[config.mk]
export PLATFORM = sky130hd
export DESIGN_NAME = path_replay
export DESIGN_NICKNAME = d
export VERILOG_FILES = /design/src/rtl/path_replay_pkg.sv /design/src/rtl/path_replay_ctl.sv /design/src/rtl/path_replay_dp.sv /design/src/rtl/path_replay.sv
export SDC_FILE = /design/constraint.sdc
export NUM_CORES = 1
export LEC_CHECK = 0
export ABC_CLOCK_PERIOD_IN_PS = 2100
export CAP_MARGIN = 20
export CORE_MARGIN = 4
export CORE_UTILIZATION = 50
export DETAILED_ROUTE_END_ITERATION = 10
export GPL_ROUTABILITY_DRIVEN = 1
export MAX_ROUTING_LAYER = met4
export PLACE_DENSITY = 0.88
export RECOVER_POWER = 100
export SYNTH_ARGS = -nofsm -noshare
export SYNTH_HDL_FRONTEND = slang
export SYNTH_SLANG_ARGS = --single-unit
[constraint.sdc]
create_clock -name clk -period 2.1 [get_ports clk]
set_clock_uncertainty 0.2 [all_clocks]
set_input_delay 0.42 -clock clk [delete_from_list [all_inputs] [get_ports clk]]
set_output_delay 0.42 -clock clk [all_outputs]
set_load 0.1 [all_outputs]
[src/rtl/path_replay_pkg.sv]
// -----------------------------------------------------------------------------
// path_replay_pkg
//
// Shared definitions for the path replay block and its neighbours.
//   DIR_*    : 2-bit direction codes stored in the move queue
//   state_t  : replay controller states; the upstream producer and the
//              testbench use the same encoding
//   dir_is_x : helper, true when a direction moves along the x axis
// -----------------------------------------------------------------------------
package path_replay_pkg;

    localparam logic [1:0] DIR_UP    = 2'b00;
    localparam logic [1:0] DIR_RIGHT = 2'b01;
    localparam logic [1:0] DIR_LEFT  = 2'b10;
    localparam logic [1:0] DIR_DOWN  = 2'b11;

    typedef enum logic [2:0] {
        ST_IDLE  = 3'd0,
        ST_CHECK = 3'd1,
        ST_POP   = 3'd2,
        ST_APPLY = 3'd3,
        ST_EMIT  = 3'd4,
        ST_FIN   = 3'd5
    } state_t;

    function automatic logic dir_is_x(input logic [1:0] dir);
        return (dir == DIR_RIGHT) || (dir == DIR_LEFT);
    endfunction

endpackage

[src/rtl/path_replay_ctl.sv]
// -----------------------------------------------------------------------------
// path_replay_ctl
//
// Replay controller FSM. Walks IDLE -> CHECK -> POP -> APPLY -> EMIT -> CHECK
// until the queue runs dry (FIN) or the datapath reports an out-of-bounds move
// during APPLY (also FIN).
//
// Ports
//   clk, rst   : clock, asynchronous active-high reset
//   start      : begin a replay (only honoured in IDLE)
//   q_empty    : queue empty flag
//   pos_ready  : downstream accepts the presented position
//   oob        : datapath says the current q_data would leave the grid
//   q_pop      : one-cycle pop request (POP state)
//   pos_valid  : position presented (EMIT state)
//   busy       : not IDLE
//   done       : one-cycle end-of-replay pulse (FIN state)
//   clear      : datapath clears x/y/steps/err
//   apply      : datapath consumes q_data this cycle
// -----------------------------------------------------------------------------
module path_replay_ctl
    import path_replay_pkg::*;
(
    input  logic clk,
    input  logic rst,
    input  logic start,
    input  logic q_empty,
    input  logic pos_ready,
    input  logic oob,
    output logic q_pop,
    output logic pos_valid,
    output logic busy,
    output logic done,
    output logic clear,
    output logic apply
);

    state_t state;
    state_t state_nxt;

    always_ff @(posedge clk or posedge rst) begin
        if (rst) begin
            state <= ST_IDLE;
        end else begin
            state <= state_nxt;
        end
    end

    // Every output below is a pure decode of the registered state, so neither
    // pos_ready nor q_empty can reach an output combinationally. The only
    // input-dependent strobe is 'clear', which stays internal to the block.
    always_comb begin
        state_nxt = state;
        q_pop     = 1'b0;
        pos_valid = 1'b0;
        busy      = 1'b1;
        done      = 1'b0;
        clear     = 1'b0;
        apply     = 1'b0;
        case (state)
            ST_IDLE: begin
                busy = 1'b0;
                if (start) begin
                    clear     = 1'b1;
                    state_nxt = ST_CHECK;
                end
            end
            ST_CHECK: begin
                state_nxt = q_empty ? ST_FIN : ST_POP;
            end
            ST_POP: begin
                q_pop     = 1'b1;
                state_nxt = ST_APPLY;
            end
            ST_APPLY: begin
                // q_data is the queue's registered read of the pop issued in POP.
                apply     = 1'b1;
                state_nxt = oob ? ST_FIN : ST_EMIT;
            end
            ST_EMIT: begin
                pos_valid = 1'b1;
                if (pos_ready) begin
                    state_nxt = ST_CHECK;
                end
            end
            ST_FIN: begin
                done      = 1'b1;
                state_nxt = ST_IDLE;
            end
            default: begin
                state_nxt = ST_IDLE;
            end
        endcase
    end

endmodule

[src/rtl/path_replay_dp.sv]
// -----------------------------------------------------------------------------
// path_replay_dp
//
// Position datapath: x/y registers, saturating step counter, sticky error
// flag and the bounds comparator for the move currently on q_data.
//
// Ports
//   clk, rst      : clock, asynchronous active-high reset
//   clear         : zero x, y, steps and err (start of a replay)
//   apply         : consume q_data: move, or flag err if it leaves the grid
//   q_data        : direction code from the queue
//   oob           : q_data would leave the grid from the current position
//   pos_x, pos_y  : current position
//   steps         : moves applied since the last clear (saturating)
//   err           : sticky out-of-bounds flag
// -----------------------------------------------------------------------------
module path_replay_dp
    import path_replay_pkg::*;
#(
    parameter int COORD_W = 4,
    parameter int STEP_W  = 8
) (
    input  logic               clk,
    input  logic               rst,
    input  logic               clear,
    input  logic               apply,
    input  logic [1:0]         q_data,
    output logic               oob,
    output logic [COORD_W-1:0] pos_x,
    output logic [COORD_W-1:0] pos_y,
    output logic [STEP_W-1:0]  steps,
    output logic               err
);

    localparam logic [COORD_W-1:0] COORD_MAX = '1;
    localparam logic [COORD_W-1:0] COORD_ONE = COORD_W'(1);
    localparam logic [STEP_W-1:0]  STEP_MAX  = '1;
    localparam logic [STEP_W-1:0]  STEP_ONE  = STEP_W'(1);

    logic [COORD_W-1:0] next_x;
    logic [COORD_W-1:0] next_y;
    logic [COORD_W-1:0] axis_val;
    logic               at_edge;

    // The bounds test only looks at the coordinate the move changes; the
    // edge that matters is 0 for decrementing moves and COORD_MAX for
    // incrementing ones. next_x/next_y may wrap here, but they are never
    // registered when oob is set.
    always_comb begin
        next_x   = pos_x;
        next_y   = pos_y;
        axis_val = dir_is_x(q_data) ? pos_x : pos_y;
        at_edge  = 1'b0;
        case (q_data)
            DIR_UP: begin
                at_edge = (axis_val == '0);
                next_y  = pos_y - COORD_ONE;
            end
            DIR_RIGHT: begin
                at_edge = (axis_val == COORD_MAX);
                next_x  = pos_x + COORD_ONE;
            end
            DIR_LEFT: begin
                at_edge = (axis_val == '0);
                next_x  = pos_x - COORD_ONE;
            end
            DIR_DOWN: begin
                at_edge = (axis_val == COORD_MAX);
                next_y  = pos_y + COORD_ONE;
            end
            default: begin
                at_edge = 1'b0;
            end
        endcase
        oob = at_edge;
    end

    always_ff @(posedge clk or posedge rst) begin
        if (rst) begin
            pos_x <= '0;
            pos_y <= '0;
            steps <= '0;
            err   <= 1'b0;
        end else if (clear) begin
            pos_x <= '0;
            pos_y <= '0;
            steps <= '0;
            err   <= 1'b0;
        end else if (apply) begin
            if (oob) begin
                err <= 1'b1;
            end else begin
                pos_x <= next_x;
                pos_y <= next_y;
                if (steps != STEP_MAX) begin
                    steps <= steps + STEP_ONE;
                end
            end
        end
    end

endmodule

[src/rtl/path_replay.sv]
// -----------------------------------------------------------------------------
// path_replay
//
// Drains 2-bit direction codes from the move queue and replays them as grid
// positions from (0,0), one valid/ready transfer per move. Ends with a done
// pulse when the queue is empty; a move off the grid aborts with sticky err.
//
// Ports
//   clk, rst           : clock, asynchronous active-high reset
//   start              : begin a replay (IDLE only)
//   q_empty, q_data    : queue status and registered read data
//   q_pop              : pop request to the queue
//   pos_x, pos_y       : current position
//   pos_valid/pos_ready: handshake toward the display/checker
//   steps              : moves emitted since start (saturating)
//   busy, done, err    : status
// -----------------------------------------------------------------------------
module path_replay
    import path_replay_pkg::*;
#(
    parameter int COORD_W = 4,
    parameter int STEP_W  = 8
) (
    input  logic               clk,
    input  logic               rst,
    input  logic               start,
    input  logic               q_empty,
    input  logic [1:0]         q_data,
    output logic               q_pop,
    output logic [COORD_W-1:0] pos_x,
    output logic [COORD_W-1:0] pos_y,
    output logic               pos_valid,
    input  logic               pos_ready,
    output logic [STEP_W-1:0]  steps,
    output logic               busy,
    output logic               done,
    output logic               err
);

    logic oob;
    logic clear;
    logic apply;

    path_replay_ctl u_ctl (
        .clk       (clk),
        .rst       (rst),
        .start     (start),
        .q_empty   (q_empty),
        .pos_ready (pos_ready),
        .oob       (oob),
        .q_pop     (q_pop),
        .pos_valid (pos_valid),
        .busy      (busy),
        .done      (done),
        .clear     (clear),
        .apply     (apply)
    );

    path_replay_dp #(
        .COORD_W (COORD_W),
        .STEP_W  (STEP_W)
    ) u_dp (
        .clk    (clk),
        .rst    (rst),
        .clear  (clear),
        .apply  (apply),
        .q_data (q_data),
        .oob    (oob),
        .pos_x  (pos_x),
        .pos_y  (pos_y),
        .steps  (steps),
        .err    (err)
    );

endmodule

## Word-level counts from Yosys, hierarchy flattened

Cells that the tools add are included.

| cells by class | value |
|---|---|
| equality and inequality tests | 13 |
| mux-type cells | 29 |
| add/sub/neg operators | 5 |
| reductions and logical operators | 16 |

Operator list:

| kind | count |
|---|---|
| two-way mux 8 bit | 4 |
| two-way mux 4 bit | 7 |
| case mux 4 bit (2 select lines) | 2 |
| case mux 3 bit (5 select lines) | 1 |
| two-way mux 1 bit | 11 |
| two-way mux 3 bit | 3 |
| AND reduction 3 bit | 3 |
| adder 4 x 1 -> 4 bit, second input constant | 2 |
| adder 8 x 1 -> 8 bit, second input constant | 1 |
| inequality test 8 bit, second input constant | 1 |
| subtractor 4 x 1 -> 4 bit, second input constant | 2 |
| == test 3 x 2 -> 1 bit, second input constant | 2 |
| == test 3 bit, second input constant | 2 |
| inequality test 2 bit, second input constant | 3 |
| nonzero test 2 bit | 3 |
| nonzero test 3 bit | 2 |
| == test 2 bit, second input constant | 2 |
| == test 4 bit, second input constant | 1 |
| zero test 4 bit | 1 |
| AND reduction 2 bit | 2 |
| OR reduction 2 bit | 2 |
| == test 3 x 1 -> 1 bit, second input constant | 1 |
| zero test 3 bit | 1 |
| == test 2 x 1 -> 1 bit, second input constant | 1 |
| other kinds (3) | 3 |

| storage, ports and cells | value |
|---|---|
| register bits | 20 |

## Longest topological paths before layout

| depth | value |
|---|---|
| depth after elaboration | 8 |
| depth in mapped cells | 8 |

## Cells and area by module

From an unflattened synthesis, not the netlist that was laid out.

| unflattened totals | value |
|---|---|
| cells, all modules | 145 |
| area total of the unflattened synthesis | 1431.4 um^2 |

By module, submodules not included:

| module | times used | area an instance (um^2) | cells each | sequential area each (um^2) |
|---|---|---|---|---|
| path_replay_dp | 1 | 1209.9 | 122 | 425.4 |
| path_replay_ctl | 1 | 221.5 | 23 | 75.1 |

## Worst setup path before layout

No wires, ideal clock.

| timing path | value |
|---|---|
| path kind | flip-flop to output port |
| start | register u_ctl.state[2] |
| end | output port pos_valid |
| buffers on the path | 1 |
| stages on the path, launching flop included | 3 |
| setup slack | -1.331 ns |
| arrival | 2.811 ns |
| cell sequence | dfrtp_1 > clkbuf_1 > nor3b_1 |

| between the ends | value |
|---|---|
| word-level cells in the longest chain between the ends | 2 |

Ends and longest elaborated chain:

| element | line | RTL |
|---|---|---|
| start, declared | path_replay_ctl.sv:38 | `state_t state;` |
| start signal, assigned | path_replay_ctl.sv:45 | `state <= state_nxt;` |
| == test 3 bit | path_replay_ctl.sv:60 | `case (state)` |
| two-way mux 1 bit | path_replay_ctl.sv:60 |  |
| end, declared | path_replay.sv:32 | `output logic pos_valid,` |

Every way passes these cells.

## Worst setup path after layout

| timing path | value |
|---|---|
| start | register u_ctl.state[0] |
| end | output port pos_valid |

Same word-level chain as after synthesis.

==> impl_metrics.toml <==
[yosys]
netlist_instances = 139
ys_seq_area_share_pct = 37.7
syn_area_per_cell_um2 = 9.54
ys_seq_elements = 20
synth_top_flop_cell = "dfrtp_1"
synth.area.top_cells = "dfrtp_1 (38%), mux2i_1 (9.1%), ha_1 (8.5%)"
yosys_warnings = 0
synth_edf_count = 0
synth_area_um2 = 1330
synth_cell_types = 40
yosysTopAreaCell = "dfrtp_1"
synth_top_area_share_pct = 37.7
syn-num-nets = 157
async_reset_ff_share_pct = 100

[die]
rows = 18
core_area_um2 = 2500
io_pins = 28
floorplan.die.height_um = 59.5
die_x_um = 59.5
dieArea_um2 = 3540
start_util_pct = 53.1

[setup_path]
r2r_start = "u_dp.pos_y[1]$_DFFE_PP0P_"
r2r_end = "u_dp.steps[5]$_DFFE_PP0P_"
crit_fanout = 5
cp-start-kind = "flip-flop"
crit_path_end_kind = "primary output"
worst-r2r-setup-slack_ps = 110
path_class = "flip-flop to primary output"
required_ps = 1480
reg2reg_depth = 6
worstPathArrival_ps = 1410

[placement]
io_buffers = 27
dp_hpwl_mm = 2.71
dp_cells = 208
gp_congestion = 0.825
dpl-instance-area_um2 = 2040

[routing]
drt_pass1_iterations = 4
drc = 0
wirelength_mm = 3.53
wl_per_cell_um = 16.5
antenna_left = 0
vias = 1251
via_per_inst = 5.85
drt_iter0_markers = 53

[min_path]
min_path_type = "flip-flop to flip-flop"
hold_end = "u_dp.err$_DFFE_PP0P_"
hold_depth = 2
hold_start = "u_dp.err$_DFFE_PP0P_"

[clock_network]
tritoncts = "yes"
numCtsBuffers = 3
htreeDepth = 1
ctsHoldBuffers = 0
clock_sinks = 20
cts_max_path_buffers = 2
cts_root_buf = "clkbuf_4"
worst_skew_pair.late_latency_ps = 290
clkSlewWorstSetupHoldPaths_ps = 110

[final_layout]
fin_util_pct = 81.2
final_common_cell = "buf_4"
areaGrowthSynthToFinish_pct = 53.0
n_antenna_cell = 0
fin_area_um2 = 2030
fillers = 146
layout_common_cells = "buf_4 (18), buf_12 (17), dfrtp_1 (17)"
fin_nets = 203
instances_no_fill = 214
layout-drive-gt1-share_pct = 35.3

[power]
ir_worst_vdd_uv = 1170
switchingPower_w = 0.00135
pwr-share-comb_pct = 65.2
internal_power_w = 0.00118
seq_power_share_pct = 26.1
powerDensity_nw_per_um2 = 1250
switching_share_pct = 53.2
p_leak_nw = 0.947
clkPwrFrac_pct = 8.7

[sta]
hold_viol = 0
fmax_ghz = 0.493
period_share_pct = 96.5
rsz0062_at_grt = "no"
setup_viol = 0
whs_ps = 316
slew_viol_final = 0
tightest_slew_ps = 1090
fin_crit_ps = 2030
max-slew-margin-rel_pct = 27.3

[global_route]
antenna_found_initial = 0
grtUsageTotal_pct = 22.7
grt_overflow = 0
grt_pass1_vias = 1308
grt_pass1_wl_mm = 5.98
grt_max_degree = 21

[run_status]
status = "finished, final reports clean"

[flow_run]
maxCapViolCount = 0
## what timing repair did
action,4_1_cts,5_1_grt
gates cloned,0,0
gates resized for setup,12,4
setup endpoints to repair,18,11
pin swaps,5,3
setup buffers,2,0
## through the flow
step	setup WS (ps)	setup TNS [ps]	power, W
floorplan	-11.0	-11.0	0.00174
global placement	-560	-8690	0.00233
detailed placement	-675	-10140	0.00239
CTS	9.03	0	0.00263
global route	9.46	0	0.00266
finish	73.5	0	0.00253
## sequential cells by signal (all words and copies together), names as in the netlist
name,cells
u_ctl.state,3
u_dp.err,1
u_dp.pos_x,4
u_dp.pos_y,4
u_dp.steps,8
## cell families after synthesis
logic type / synth area share [%]
and+or+nand+nor: 18.6
AOI/OAI and AO/OA: 14.8
DFF: 37.7
buffers and inverters: 5.00
muxes: 9.06
adders and majority gates: 11.5
xor gates and xnor gates: 3.30
## layer usage
layer,GRT usage (%),vias to the layer above,routed length [um]
met3,2.83,4,212
met1,27.0,607,1380
met2,39.3,56,1910
li1,-,584,-
met4,7.91,0,30
met5,-,-,0
## synthesized netlist by cell type, drive strengths merged (2+ instances only)
library cell,instances
clkbuf,3
nand3,4
dfrtp,20
nor3b,2
o2111ai,2
nor3,2
nand4,3
a21oi,5
o31ai,3
xnor2,2
mux2i,12
nand2,13
ha,9
buf,2
inv,12
and3,2
xor2,3
a21o,2
o21ai,4
o211ai,3
fa,2
nor2,15
## final cells by class
type	count	area [um^2]	share of cell area, %
Timing Repair Buffer	46	558	27.5
Clock buffer	4	36.3	1.79
Sequential cell	20	509	25.1
Tap cell	30	37.5	1.85
Multi-Input combinational cell	102	841	41.4
Inverter	12	47.5	2.34
## critical path, cell delays in order (launching register included)
cell	delay (ps)
dfrtp_2	460
buf_4	170
nor3b_4	270
buf_12	210
## how the worst max path moves through the flow
stage | slack (ps) | startpoint | endpoint
after floorplan | -10 | u_ctl.state[2]$_DFFE_PP0P_ | pos_valid
after global placement | -560 | q_data[1] | u_dp.pos_y[3]$_DFFE_PP0P_
after detailed placement | -670 | q_data[1] | u_dp.pos_y[3]$_DFFE_PP0P_
after CTS | 9 | q_data[1] | u_dp.steps[4]$_DFFE_PP0P_
after global routing | 9 | u_ctl.state[1]$_DFFE_PP0P_ | q_pop
final | 70 | u_ctl.state[0]$_DFFE_PP0P_ | pos_valid
## power by group through the flow
stage          Combinational (W)  Sequential (W)  Clock [W]
6_report                 0.00165        0.000660   0.000220
4_1_cts                  0.00173        0.000677   0.000224
2_1_floorplan           0.000714         0.00103          0
3_3_place_gp             0.00165        0.000676          0
5_1_grt                  0.00173        0.000678   0.000244
3_5_place_dp             0.00170        0.000683          0
Note: power is estimated with default switching activity, not from simulation.
==> RTL edit 1: new RTL, same flow settings <==
Re-encode `state_t` (6 states) as one-hot, 6 bits wide.
--- a/src/rtl/path_replay_pkg.sv
+++ b/src/rtl/path_replay_pkg.sv
@@ -15,11 +15,11 @@
     localparam logic [1:0] DIR_DOWN  = 2'b11;
 
-    typedef enum logic [2:0] {
-        ST_IDLE  = 3'd0,
-        ST_CHECK = 3'd1,
-        ST_POP   = 3'd2,
-        ST_APPLY = 3'd3,
-        ST_EMIT  = 3'd4,
-        ST_FIN   = 3'd5
+    typedef enum logic [5:0] {
+        ST_IDLE  = 6'b000001,
+        ST_CHECK = 6'b000010,
+        ST_POP   = 6'b000100,
+        ST_APPLY = 6'b001000,
+        ST_EMIT  = 6'b010000,
+        ST_FIN   = 6'b100000
     } state_t;
 
Behaviour: no difference found for any inputs over 10 cycles, from zero or initial values and one cycle with rst high; not proved beyond that.
==> RTL edit 1 against the original RTL <==
  * The flow now stops in global routing (5_1_grt)
  * Area after synthesis increased by 9.2%
==> RTL edit 1: results (changes against the original RTL) <==
YS warnings=0 (unchanged); WEP type=primary output; detailed placement HPWL=3700 um (+37%); most frequent cells after synthesis=22 x dfrtp_1, 16 x nor2_1, 14 x nand2_1; pin count of the biggest net entering global routing=24; post-GRT worst EP=busy; grt ovf=41; async set-or-reset flop fraction in the synthesized netlist=100% (unchanged); Distinct cells, synth=40 (unchanged); GP Congestion=0.960 (+16%); port bufs=27 (unchanged); most common flop cell mapped by yosys=dfrtp_1; post-synthesis sequential area ratio=39.8% (+2.1 points); All-Layer GR Usage=72.4%; Log Error=[ERROR GRT-0232] Routing congestion too high. Check the congestion heatmap in the GUI.; CTS root buffer=clkbuf_4; Synth area leaders=dfrtp_1 38%, ha_1 7.8%, nor2_1 4.1%, nand2_1 3.6%, nand3_1 3.5%; total CTS buffers=3 (unchanged); CTS max path bufs=2 (unchanged); syn nets=175 (+11%); clk sinks=23 (+15%); status=did not finish; H-tree depth=1 (unchanged); failing step=global routing (5_1_grt); post-cts hold buffer count=0 (unchanged)
-- RTL edit 1: cell families after synthesis --
logic type                 synth area share [%]
AOI/OAI and AO/OA                          16.3
xor gates and xnor gates                   3.02
buffers and inverters                      2.76
and+or+nand+nor                            26.0
DFF                                        39.8
muxes                                      2.94
adders and majority gates                  9.15
-- RTL edit 1: per-stage QoR --
step / instances / setup WS [ps] / hold slack (ps) / instance area (um^2)
2_1_floorplan: 158 / -349 / 220 / 1540
3_3_place_gp: 253 / -901 / 345 / 2340
3_5_place_dp: 253 / -1030 / 359 / 2340
4_1_cts: 265 / -161 / 257 / 2570
-- RTL edit 1: metal layers --
metal | overflow | GRT usage [%]
met5 | - | -
met4 | 20 | 80.9
met3 | 1 | 51.7
met2 | 20 | 87.7
met1 | 0 | 68.4
-- RTL edit 1: what timing repair did --
action | 4_1_cts
setup buffers | 7
gates cloned | 1
gates resized for setup | 39
setup endpoints to repair | 22
pin swaps | 10
==> RTL edit 2: new RTL, same flow settings <==
Made on the original files. `STEP_W` is set to 8 in 2 places; all go to 9.
--- a/src/rtl/path_replay_dp.sv
+++ b/src/rtl/path_replay_dp.sv
@@ -19,5 +19,5 @@
 #(
     parameter int COORD_W = 4,
-    parameter int STEP_W  = 8
+    parameter int STEP_W  = 9
 ) (
     input  logic               clk,
--- a/src/rtl/path_replay.sv
+++ b/src/rtl/path_replay.sv
@@ -20,5 +20,5 @@
 #(
     parameter int COORD_W = 4,
-    parameter int STEP_W  = 8
+    parameter int STEP_W  = 9
 ) (
     input  logic               clk,
Ports: changed (resized steps); port bits go from 28 to 29. No check against the original RTL was run, so the function may have changed too.
==> RTL edit 2 against the original RTL <==
  * The run now fails in global routing (5_1_grt)
  * Area after synthesis grew 1.4%
==> RTL edit 2: results (changes against the original RTL) <==
YS warnings=0 (unchanged); Synth area leaders=dfrtp_1 39%, ha_1 9.3%, mux2i_1 5.2%, nand2_1 4.5%, o21ai_0 3.7%; clk sinks=21 (+5.0%); failing step=global routing (5_1_grt); port bufs=28 (+3.7%); Log Error=[ERROR DPL-0038] Utilization greater than 100%, impossible to legalize; most common cell in the synthesized netlist=dfrtp_1; post-synthesis sequential area ratio=39.1% (+1.3 points); GP Congestion=0.834 (+1.0%); pin count of the biggest net entering global routing=22; syn nets=164 (+4.5%); dpl cells=229 (+10%); detailed placement HPWL=3340 um (+23%); async set-or-reset flop fraction in the synthesized netlist=100% (unchanged); H-tree depth=1 (unchanged); status=did not finish; WEP type=register data pin; most frequent cells after synthesis=21 x dfrtp_1, 16 x nand2_1, 12 x inv_1; post-GRT worst EP=u_dp.steps[7]$_DFFE_PP0P_/D; Place WS=-867 ps (-192 ps); average cell area after synthesis=9.28 um^2 (-2.8%); CTS root buffer=clkbuf_4; CTS max path bufs=2 (unchanged); total CTS buffers=3 (unchanged); Distinct cells, synth=37 (-7.5%)
==> RTL edit 2: cell count changes after synthesis, moves of 3 or more <==
| cell | unedited run | this run |
|---|---|---|
| and3_1 | 1 | 4 |
| mux2i_1 | 12 | 7 |
| nand2_1 | 13 | 16 |
| nor2_1 | 15 | 9 |
| o21ai_0 | 3 | 10 |
| or4_1 | 0 | 3 |
| xnor2_1 | 2 | 5 |
| xor2_1 | 3 | 0 |
==> RTL edit 2: metrics by stage <==
step / area (um^2) / hold slack (ps)
floorplan: 1470 / 196
global placement: 2210 / 340
detailed placement: 2210 / 377
CTS: 2370 / 237
==> RTL edit 2: cell families after synthesis <==
group           count (synthesis)  synth area share, %
buf+inv                        18                 5.86
mux                             7                 5.21
fa+ha+maj                      12                 12.3
compound gates                 28                 13.0
simple gates                   54                 21.3
flops                          21                 39.1
xor+xnor                        5                 3.26
==> RTL edit 2: repair_timing <==
action,CTS
resized for setup,34
hold endpoints to repair,0
endpoints found under the setup margin,21
buffers inserted,5
pin swaps,11
